**config.mk**
```make
export PLATFORM = sky130hd
export DESIGN_NAME = bilinear_engine
export DESIGN_NICKNAME = d
export VERILOG_FILES = /design/src/rtl/bilinear_engine.sv
export SDC_FILE = /design/constraint.sdc
export NUM_CORES = 2
export LEC_CHECK = 0
export ABC_AREA = 1
export BUFFER_PORTS_ARGS = -buffer_cell sky130_fd_sc_hd__clkbuf_2
export CAP_MARGIN = 20
export CORE_MARGIN = 5
export CORE_UTILIZATION = 35
export CTS_CLUSTER_SIZE = 16
export DETAILED_ROUTE_END_ITERATION = 10
export HOLD_SLACK_MARGIN = 0.02
export SYNTH_ARGS = -nofsm -noshare
export SYNTH_HDL_FRONTEND = slang
export SYNTH_SLANG_ARGS = --single-unit
```
**constraint.sdc**
```tcl
create_clock -name clk -period 16.5 [get_ports clk]
set_clock_uncertainty 0.2 [all_clocks]
set_input_delay 1.65 -clock clk [delete_from_list [all_inputs] [get_ports clk]]
set_output_delay 1.65 -clock clk [all_outputs]
set_load 0.005 [all_outputs]
```
**src/rtl/bilinear_engine.sv**
```systemverilog
// bilinear_engine: bilinear resampler sitting behind the pixel RAM.
// Reads a DATA_WIDTH-bit greyscale source image through the RAM read port
// and writes each interpolated destination pixel through the write port.
// Steps through the source with Q(DIM).(FRAC) accumulators, one pixel per
// 7+RAM_LAT cycles.
//
// Ports:
//   clk, reset_n            clock, asynchronous active-low reset
//   start, abort            start pulse (IDLE only), synchronous abort
//   src_base, dst_base      image base addresses (latched on start)
//   src_w/h, dst_w/h        image dimensions (latched on start)
//   step_x, step_y          source step per destination pixel (latched)
//   rd_addr, rd_q           RAM read port (rd_q valid RAM_LAT cycles later)
//   wr_addr, wr_data, wr_en RAM write port
//   busy, done, err         status; err is sticky until the next start
//   pix_count               destination pixels written this/last run
//
// Optional macro BILINEAR_ROUND_EN: round half-up instead of truncating.
module bilinear_engine #(
  parameter int unsigned DATA_WIDTH = 8,
  parameter int unsigned ADDR_WIDTH = 16,
  parameter int unsigned DIM_WIDTH  = 8,
  parameter int unsigned FRAC_BITS  = 8,
  parameter int unsigned RAM_LAT    = 2
) (
  input  logic                           clk,
  input  logic                           reset_n,
  input  logic                           start,
  input  logic                           abort,
  input  logic [ADDR_WIDTH-1:0]          src_base,
  input  logic [ADDR_WIDTH-1:0]          dst_base,
  input  logic [DIM_WIDTH-1:0]           src_w,
  input  logic [DIM_WIDTH-1:0]           src_h,
  input  logic [DIM_WIDTH-1:0]           dst_w,
  input  logic [DIM_WIDTH-1:0]           dst_h,
  input  logic [DIM_WIDTH+FRAC_BITS-1:0] step_x,
  input  logic [DIM_WIDTH+FRAC_BITS-1:0] step_y,
  output logic [ADDR_WIDTH-1:0]          rd_addr,
  input  logic [DATA_WIDTH-1:0]          rd_q,
  output logic [ADDR_WIDTH-1:0]          wr_addr,
  output logic [DATA_WIDTH-1:0]          wr_data,
  output logic                           wr_en,
  output logic                           busy,
  output logic                           done,
  output logic                           err,
  output logic [2*DIM_WIDTH-1:0]         pix_count
);

  localparam int unsigned STEP_W = DIM_WIDTH + FRAC_BITS;
  localparam int unsigned XW     = 2 * DIM_WIDTH;
  localparam int unsigned FXW    = XW + FRAC_BITS;
  localparam int unsigned IW     = DATA_WIDTH + 2 * FRAC_BITS + 2;
  localparam int unsigned WCW    = (RAM_LAT > 1) ? $clog2(RAM_LAT) : 1;

  localparam logic [FRAC_BITS:0]    ONE_F = {1'b1, {FRAC_BITS{1'b0}}};
  localparam logic [DATA_WIDTH-1:0] DMAX  = {DATA_WIDTH{1'b1}};

  localparam logic [2:0] S_IDLE   = 3'd0;
  localparam logic [2:0] S_CALC   = 3'd1;
  localparam logic [2:0] S_FETCH  = 3'd2;
  localparam logic [2:0] S_WAIT   = 3'd3;
  localparam logic [2:0] S_INTERP = 3'd4;
  localparam logic [2:0] S_WRITE  = 3'd5;
  localparam logic [2:0] S_DONE   = 3'd6;

  logic [2:0] state_q, state_nxt;

  // latched configuration
  logic [ADDR_WIDTH-1:0] src_base_q, dst_base_q;
  logic [DIM_WIDTH-1:0]  src_w_q, src_h_q, dst_w_q, dst_h_q;
  logic [STEP_W-1:0]     step_x_q, step_y_q;

  // position / sampling state
  logic [FXW-1:0]        fx_q, fy_q;
  logic [DIM_WIDTH-1:0]  dx_q, dy_q;
  logic [DIM_WIDTH-1:0]  x0_q, x1_q, y0_q, y1_q;
  logic [FRAC_BITS-1:0]  a_q, b_q;
  logic [1:0]            fetch_cnt_q;
  logic [WCW-1:0]        wait_cnt_q;
  logic [RAM_LAT:0]      tag_v_q;
  logic [1:0]            tag_i_q [0:RAM_LAT];
  logic [DATA_WIDTH-1:0] samp_q  [0:3];

  logic zero_in, start_ok, kill, last_pix, dx_last;
  assign zero_in  = (src_w == '0) || (src_h == '0) || (dst_w == '0) || (dst_h == '0);
  assign start_ok = (state_q == S_IDLE) && start && !abort;
  assign kill     = abort && (state_q != S_IDLE);
  assign dx_last  = (dx_q == dst_w_q - DIM_WIDTH'(1));
  assign last_pix = dx_last && (dy_q == dst_h_q - DIM_WIDTH'(1));

  // state register
  always_ff @(posedge clk or negedge reset_n) begin
    if (!reset_n) state_q <= S_IDLE;
    else          state_q <= state_nxt;
  end

  // next-state logic
  always_comb begin
    state_nxt = state_q;
    if (kill) begin
      state_nxt = S_IDLE;
    end else begin
      case (state_q)
        S_IDLE:   if (start && !abort) state_nxt = zero_in ? S_DONE : S_CALC;
        S_CALC:   state_nxt = S_FETCH;
        S_FETCH:  if (fetch_cnt_q == 2'd3) state_nxt = S_WAIT;
        S_WAIT:   if (wait_cnt_q == WCW'(RAM_LAT - 1)) state_nxt = S_INTERP;
        S_INTERP: state_nxt = S_WRITE;
        S_WRITE:  state_nxt = last_pix ? S_DONE : S_CALC;
        S_DONE:   state_nxt = S_IDLE;
        default:  state_nxt = S_IDLE;
      endcase
    end
  end

  // integer/fraction split with edge clamping for the current position
  logic [XW-1:0]        x0_raw, y0_raw;
  logic [DIM_WIDTH-1:0] src_w_m1, src_h_m1;
  logic [DIM_WIDTH-1:0] c_x0, c_x1, c_y0, c_y1;
  logic [FRAC_BITS-1:0] c_a, c_b;

  assign x0_raw   = fx_q[FXW-1:FRAC_BITS];
  assign y0_raw   = fy_q[FXW-1:FRAC_BITS];
  assign src_w_m1 = src_w_q - DIM_WIDTH'(1);
  assign src_h_m1 = src_h_q - DIM_WIDTH'(1);

  always_comb begin
    c_x0 = DIM_WIDTH'(x0_raw);
    c_a  = fx_q[FRAC_BITS-1:0];
    if (x0_raw > XW'(src_w_m1)) begin
      c_x0 = src_w_m1;
      c_a  = '0;
    end
    c_y0 = DIM_WIDTH'(y0_raw);
    c_b  = fy_q[FRAC_BITS-1:0];
    if (y0_raw > XW'(src_h_m1)) begin
      c_y0 = src_h_m1;
      c_b  = '0;
    end
    c_x1 = (c_x0 == src_w_m1) ? c_x0 : c_x0 + DIM_WIDTH'(1);
    c_y1 = (c_y0 == src_h_m1) ? c_y0 : c_y0 + DIM_WIDTH'(1);
  end

  // next read address: p00 straight out of CALC, then p01, p10, p11
  logic [DIM_WIDTH-1:0]  ax, ay;
  logic [ADDR_WIDTH-1:0] rd_addr_nxt;
  logic [1:0]            issue_idx;

  always_comb begin
    ax        = c_x0;
    ay        = c_y0;
    issue_idx = 2'd0;
    if (state_q != S_CALC) begin
      issue_idx = fetch_cnt_q + 2'd1;
      case (fetch_cnt_q)
        2'd0:    begin ax = x1_q; ay = y0_q; end
        2'd1:    begin ax = x0_q; ay = y1_q; end
        default: begin ax = x1_q; ay = y1_q; end
      endcase
    end
  end

  assign rd_addr_nxt = src_base_q + ADDR_WIDTH'(XW'(ay) * XW'(src_w_q)) + ADDR_WIDTH'(ax);

  // bilinear blend of the four captured samples
  logic [FRAC_BITS:0]    wa, wb;
  logic [IW-1:0]         t_row, u_row, s_sum, s_rnd, r_full;
  logic [DATA_WIDTH-1:0] r_pix;

  always_comb begin
    wa    = ONE_F - {1'b0, a_q};
    wb    = ONE_F - {1'b0, b_q};
    t_row = IW'(samp_q[0]) * IW'(wa) + IW'(samp_q[1]) * IW'(a_q);
    u_row = IW'(samp_q[2]) * IW'(wa) + IW'(samp_q[3]) * IW'(a_q);
    s_sum = t_row * IW'(wb) + u_row * IW'(b_q);
`ifdef BILINEAR_ROUND_EN
    s_rnd = s_sum + (IW'(1) << (2 * FRAC_BITS - 1));
`else
    s_rnd = s_sum;
`endif
    r_full = s_rnd >> (2 * FRAC_BITS);
    r_pix  = (r_full > IW'(DMAX)) ? DMAX : DATA_WIDTH'(r_full);
  end

  // configuration latch, position accumulators and per-pixel counters
  always_ff @(posedge clk or negedge reset_n) begin
    if (!reset_n) begin
      src_base_q  <= '0;
      dst_base_q  <= '0;
      src_w_q     <= '0;
      src_h_q     <= '0;
      dst_w_q     <= '0;
      dst_h_q     <= '0;
      step_x_q    <= '0;
      step_y_q    <= '0;
      fx_q        <= '0;
      fy_q        <= '0;
      dx_q        <= '0;
      dy_q        <= '0;
      x0_q        <= '0;
      x1_q        <= '0;
      y0_q        <= '0;
      y1_q        <= '0;
      a_q         <= '0;
      b_q         <= '0;
      fetch_cnt_q <= '0;
      wait_cnt_q  <= '0;
    end else begin
      if (start_ok) begin
        src_base_q <= src_base;
        dst_base_q <= dst_base;
        src_w_q    <= src_w;
        src_h_q    <= src_h;
        dst_w_q    <= dst_w;
        dst_h_q    <= dst_h;
        step_x_q   <= step_x;
        step_y_q   <= step_y;
        fx_q       <= '0;
        fy_q       <= '0;
        dx_q       <= '0;
        dy_q       <= '0;
      end
      if (state_q == S_CALC) begin
        x0_q        <= c_x0;
        x1_q        <= c_x1;
        y0_q        <= c_y0;
        y1_q        <= c_y1;
        a_q         <= c_a;
        b_q         <= c_b;
        fetch_cnt_q <= '0;
      end
      if (state_q == S_FETCH) begin
        fetch_cnt_q <= fetch_cnt_q + 2'd1;
        wait_cnt_q  <= '0;
      end
      if (state_q == S_WAIT) wait_cnt_q <= wait_cnt_q + WCW'(1);
      // raster advance: the x accumulator restarts at each new row
      if (state_q == S_WRITE) begin
        if (dx_last) begin
          dx_q <= '0;
          dy_q <= dy_q + DIM_WIDTH'(1);
          fx_q <= '0;
          fy_q <= fy_q + FXW'(step_y_q);
        end else begin
          dx_q <= dx_q + DIM_WIDTH'(1);
          fx_q <= fx_q + FXW'(step_x_q);
        end
      end
    end
  end

  // read tag pipeline: a sample lands RAM_LAT cycles after its address
  always_ff @(posedge clk or negedge reset_n) begin
    if (!reset_n) begin
      tag_v_q <= '0;
      for (int unsigned i = 0; i <= RAM_LAT; i++) tag_i_q[i] <= '0;
      for (int unsigned k = 0; k < 4; k++) samp_q[k] <= '0;
    end else begin
      tag_v_q[0] <= (state_nxt == S_FETCH);
      tag_i_q[0] <= issue_idx;
      for (int unsigned i = 1; i <= RAM_LAT; i++) begin
        tag_v_q[i] <= tag_v_q[i-1] && !kill;
        tag_i_q[i] <= tag_i_q[i-1];
      end
      if (tag_v_q[RAM_LAT] && !kill) samp_q[tag_i_q[RAM_LAT]] <= rd_q;
    end
  end

  // registered outputs, aligned with the state they belong to
  always_ff @(posedge clk or negedge reset_n) begin
    if (!reset_n) begin
      rd_addr   <= '0;
      wr_addr   <= '0;
      wr_data   <= '0;
      wr_en     <= 1'b0;
      busy      <= 1'b0;
      done      <= 1'b0;
      err       <= 1'b0;
      pix_count <= '0;
    end else begin
      busy  <= (state_nxt != S_IDLE);
      done  <= (state_q == S_DONE) && !abort;
      wr_en <= (state_nxt == S_WRITE);
      if (start_ok) begin
        err       <= zero_in;
        pix_count <= '0;
      end
      if (state_nxt == S_FETCH) rd_addr <= rd_addr_nxt;
      if (state_nxt == S_WRITE) begin
        wr_addr   <= dst_base_q + ADDR_WIDTH'(XW'(dy_q) * XW'(dst_w_q)) + ADDR_WIDTH'(dx_q);
        wr_data   <= r_pix;
        pix_count <= pix_count + XW'(1);
      end
    end
  end

endmodule

```
# [Word level (Yosys, flattened, before mapping)]
# Cells that the tools add are included.
[totals] reg_bits=315 inputBits=108 out_inout_bits=60 wordCells=155
[op_classes] addsub=22 n_mul=8 n_lt_le_gt_ge=5 n_eq_ne=15 muxes=40 bitwise=1 n_reduce_logical=27
[op_table] op="24-bit 2-to-1 mux" n=6
[op_table] op="8-bit 2-to-1 mux" n=18
[op_table] op="8-bit by 8-bit multiplier with 16-bit output" n=4
[op_table] op="24-bit by 16-bit adder with 24-bit output" n=2
[op_table] op="17-bit by 16-bit adder with 18-bit output" n=2
[op_table] op="8-bit by 9-bit multiplier with 17-bit output" n=2
[op_table] op="16-bit adder" n=2
[op_table] op="16-bit by 8-bit adder with 16-bit output" n=2
[op_table] op="8-bit by 1-bit adder with 8-bit output, second input constant" n=4
[op_table] op="32-bit bitwise mux" n=1
[op_table] op="8-bit equality test" n=4
[op_table] op="16-bit by 8-bit greater-than comparator with 1-bit output" n=2
[op_table] op="8-bit zero test" n=4
[op_table] op="16-bit 2-to-1 mux" n=2
[op_table] op="8-bit by 1-bit subtractor with 8-bit output, second input constant" n=4
[op_table] op="26-bit adder" n=1
[op_table] op="18-bit by 8-bit multiplier with 26-bit output" n=1
[op_table] op="18-bit by 9-bit multiplier with 26-bit output" n=1
[op_table] op="3-bit 2-to-1 mux" n=6
[op_table] op="3-bit case mux with 6 select lines" n=1
[op_table] op="9-bit by 8-bit subtractor with 9-bit output, first input constant" n=2
[op_table] op="16-bit by 1-bit adder with 16-bit output, second input constant" n=1
[op_table] op="8-bit demux with 2-bit select" n=1
[op_table] op="3-bit equality test, second input constant" n=4
[op_table] op="other kinds (20)" n=41

# [Longest topological paths before layout]
[depth] word_depth=10 ltp_mapped=61 mapped_depth_nobuf=60

# [Worst setup path before layout]
# No wires, ideal clock.
[synth_timing] kind="reg2reg" from="reg a_q[1]" to="reg wr_data[0]" setup_time_ns=0.116 arrival_time_ns=11.017 required_ns=16.184 slack_ns=5.166 stages_incl_launch_ff=53 n_path_buf=1 period_less_slack_ns=11.334 cell_sequence="dfrtp_1 clkbuf_1 inv_1 ha_1 nand2_1 nor2_1 inv_1 or2_1 or3_1 nand2_1 clkinv_1 nand2_1 fa_1 fa_1 inv_1 fa_1 fa_1 fa_1 [... 17 more ...] fa_1 fa_1 inv_1 fa_1 inv_1 ha_1 a21oi_1 o21ai_0 a21oi_1 inv_1 nand2_1 nand4_1 nor2_1 nand3_1 nand2_1 nand3_1 nand2_1 nand2_1"
[synth_via] elab_chain_cells=7 elab_cells_between_ends=12 cone_classes="add/sub (4); mul (6); order compare (1); mux (1)"
[synth_rtl] item="start: declaration" line_no="77" source="logic [FRAC_BITS-1:0] a_q, b_q;"
[synth_rtl] item="start signal: assignment" line_no="204" source="a_q <= '0;"
[synth_rtl] item="start signal: assignment" line_no="228" source="a_q <= c_a;"
[synth_rtl] item="9-bit by 8-bit subtractor with 9-bit output" line_no="171" source="wa = ONE_F - {1'b0, a_q};"
[synth_rtl] item="8-bit by 9-bit multiplier with 17-bit output (on tied branches)" line_no="173, 174"
[synth_rtl] item="17-bit by 16-bit adder with 18-bit output (on tied branches)" line_no="173, 174"
[synth_rtl] item="18-bit by 9-bit multiplier with 26-bit output / 18-bit by 8-bit multiplier with 26-bit output (equally long branches)" line_no="175" source="s_sum = t_row * IW'(wb) + u_row * IW'(b_q);"
[synth_rtl] item="26-bit adder (*)" line_no="175"
[synth_rtl] item="10-bit by 8-bit greater-than comparator with 1-bit output" line_no="182" source="r_pix = (r_full > IW'(DMAX)) ? DMAX : DATA_WIDTH'(r_full);"
[synth_rtl] item="8-bit 2-to-1 mux (*)" line_no="182"
[synth_rtl] item="end signal: assignment" line_no="291" source="wr_data <= r_pix;"
[synth_rtl] item="end: declaration" line_no="41" source="output logic [DATA_WIDTH-1:0] wr_data,"
# Mark *: on every way between the ends. The rest lies on a longest branch, timed or not.
# A chain may end at the register's enable or synchronous reset.

# [Final worst setup path]
[layout_timing] from="reg a_q[1]" to="reg wr_data[2]"
# The elaborated chain is that of the path after synthesis.

==> results.json <==
{
  "port_buffers": 167,
  "fp.dieArea_mm2": 0.1265,
  "viasPerCell": 4.782,
  "dp_hpwl_um": 92320,
  "fin_crit_sh_pct": 79.05,
  "ctsRootBufferMaster": "clkbuf_16",
  "slew_violations": 0,
  "slowest_delay_ns": 0.72,
  "rows": 126,
  "cts-resized-gates": 0,
  "area_delta_synth_final_pct": 8.873,
  "synth_edf_count": 0,
  "reg2reg_slack_ns": 3.46,
  "drv_cap": 0,
  "ant_nets": 0,
  "drc": 0,
  "drt-total-wl_um": 112800,
  "max-slew-margin-rel_pct": 23.31,
  "ys_top_cells_by_area": "fa_1 (27%), dfrtp_1 (19%), nand2_1 (12%)",
  "synth_largest_area_cell": "fa_1",
  "yosysTopAreaCellShare_pct": 27.29,
  "synth_seq_cells": 315,
  "grt_usage_pct": 18.23,
  "period_minus_slack_ns": 13.04,
  "nets": 6496,
  "die_y_um": 355.6,
  "antenna_found_initial": 2,
  "synth_cells": 5380,
  "crit_arrival_ns": 13.30,
  "hp-start": "tag_i_q[5]",
  "setup_viol": 0,
  "clk_pin_slew_ns": 0.07,
  "drt_iter0_markers": 2223,
  "synthFlopType": "dfrtp_1",
  "ioPinCount": 168,
  "grt_max_degree": 161,
  "fmax_mhz": 76.67,
  "clock-sinks": 315,
  "worstSetupPathType": "reg -> reg",
  "htreeDepth": 2,
  "worstReg2RegStart": "a_q[1]",
  "fin_tns_setup_ns": 0,
  "wire_per_inst_um": 15.92,
  "async_flop_share_pct": 100.0,
  "initial_core_util_pct": 35.31,
  "end_kind": "flip-flop",
  "path_max_fanout": 18,
  "cts_tree": "done",
  "rsz0062_at_grt": "false",
  "ys_warn_count": 0,
  "first_pass_iters": 6,
  "postCtsHoldBufs": 0,
  "gr-total-overflow": 0,
  "num_vias": 33870,
  "die_width_um": 355.6,
  "insertion_delay_ns": 0.59,
  "post_route_cells_drive_above_1_share_pct": 6.404,
  "ys_types": 65,
  "crit_path_start": "a_q[1]",
  "worst_setup_path_start_kind": "flip-flop",
  "crit_slowest_cell": "xor2_1",
  "numCtsBuffers": 40,
  "hold_viol_final": 0,
  "routabilityCongestion": 0.9141,
  "rr_worst_depth": 52,
  "synth_fp_nets": 6423,
  "post-cts-setup-buffers": 0,
  "synth_area_per_cell_um2": 7.771,
  "cp-endpoint": "wr_data[2]",
  "clk_path_buf_depth": 3,
  "hp-class": "reg -> reg",
  "status": "finished clean",
  "r2r_end": "wr_data[2]",
  "netlist_area_mm2": 0.04181,
  "cp.required_ns": 16.76,
  "worstMarginPinSlew_ns": 1.146,
  "core-area_mm2": 0.1184,
  "grt_pass1_wl_um": 186600,
  "synth-seq-area-share_pct": 18.85,
  "grt_pass1_vias": 35530
}
## through the flow
stage               hold slack, ns  setup slack (ns)  cells  utilization, %  area (µm²)
floorplan                   0.1312             5.166   5380               -       41810
global placement            0.1355             3.725   7010           37.29       44150
detailed placement          0.1371             3.524   7010           37.29       44150
CTS                         0.1528             3.493   7080           38.43       45500
global route                0.1715             2.556   7083           38.45       45520
finish                      0.1519             3.457   7083           38.45       45520
## critical path, delay by kind of cell, from the launching register on
kind	cells	cell delay [ns]
fa+ha+maj	15	6.81
simple gates	19	2.69
buf+inv	13	1.11
compound gates	4	0.74
xor+xnor	1	0.72
flops	1	0.63
## Yosys cell counts, drive strengths merged, types with 3 or more instances
cell type / instances
nor3: 34
buf: 33
nand2: 1377
or3: 4
dfrtp: 315
o31ai: 7
xor2: 89
a32o: 4
o22ai: 29
fa: 570
nand4: 38
o21ai: 228
o21bai: 12
clkbuf: 126
inv: 1248
ha: 365
nor2: 364
nand3b: 4
or2: 41
a31oi: 8
xnor2: 58
nor4: 7
a21oi: 144
a21boi: 4
a21o: 14
nand3: 220
o21a: 3
clkinv: 10
o211ai: 7
## registers in the layout, summed over array words and instances, names as in the netlist, 16 cells and up
register    flops
step_y_q       16
rd_addr        16
fx_q           24
dst_base_q     16
wr_addr        16
pix_count      16
src_base_q     16
fy_q           24
step_x_q       16
samp_q         32
## cell usage in the layout (no fill, tap or decap), drive strengths merged, types with 8 or more instances in the layout
cell,netlist,final
o21ai,228,228
or2,41,41
nand4,38,38
ha,365,365
clkinv,10,21
xor2,89,89
nand2,1377,1377
o22ai,29,29
buf,33,24
xnor2,58,58
fa,570,570
a21o,14,14
clkbuf,126,215
o21bai,12,12
a31oi,8,8
inv,1248,1252
nor2,364,364
nor3,34,34
nand3,220,220
a21oi,144,144
dfrtp,315,315
## cell families (layout without fill, tap and decap cells)
logic type               after synthesis  after routing  share of synthesized area [%]
other                                  0              2                              0
AND/OR/NAND/NOR                     2092           2092                          20.53
adder cells (fa/ha/maj)              935            935                          38.22
multiplexers                           1              1                        0.02394
flip-flops                           315            315                          18.85
buffers and inverters               1417           1518                          12.97
XOR/XNOR                             147            147                          3.151
AO/OA/AOI/OAI                        473            473                          6.258
## area by class of cell
cell class / instances / area (µm²)
fillers: 12270 / 72880
multi-input cells: 3648 / 28510
flip-flops and latches: 315 / 7883
inverters: 1258 / 4732
well taps: 1600 / 2002
clock buffers: 49 / 1065
repair buffers: 190 / 1035
clock inverters: 21 / 282.8
diodes: 2 / 5.005
## routing by layer
metal	track usage, %	vias to the layer above	wire (µm)
met2	33.26	799	57020
li1	-	16250	-
met4	4.548	0	2818
met1	23.06	16670	47410
met5	0	-	0
met3	1.976	151	5511
## worst min path at each step
stage / cells past startpoint / to
after global placement: 0 / tag_i_q[1]
after global routing: 0 / tag_i_q[3]
after CTS: 0 / tag_i_q[3]
after detailed placement: 0 / tag_i_q[1]
final: 0 / tag_i_q[3]
after floorplan: 0 / tag_i_q[0]
Power is not shown: default switching activity piles up to over one toggle a cycle in this logic, so the estimate is an artifact.
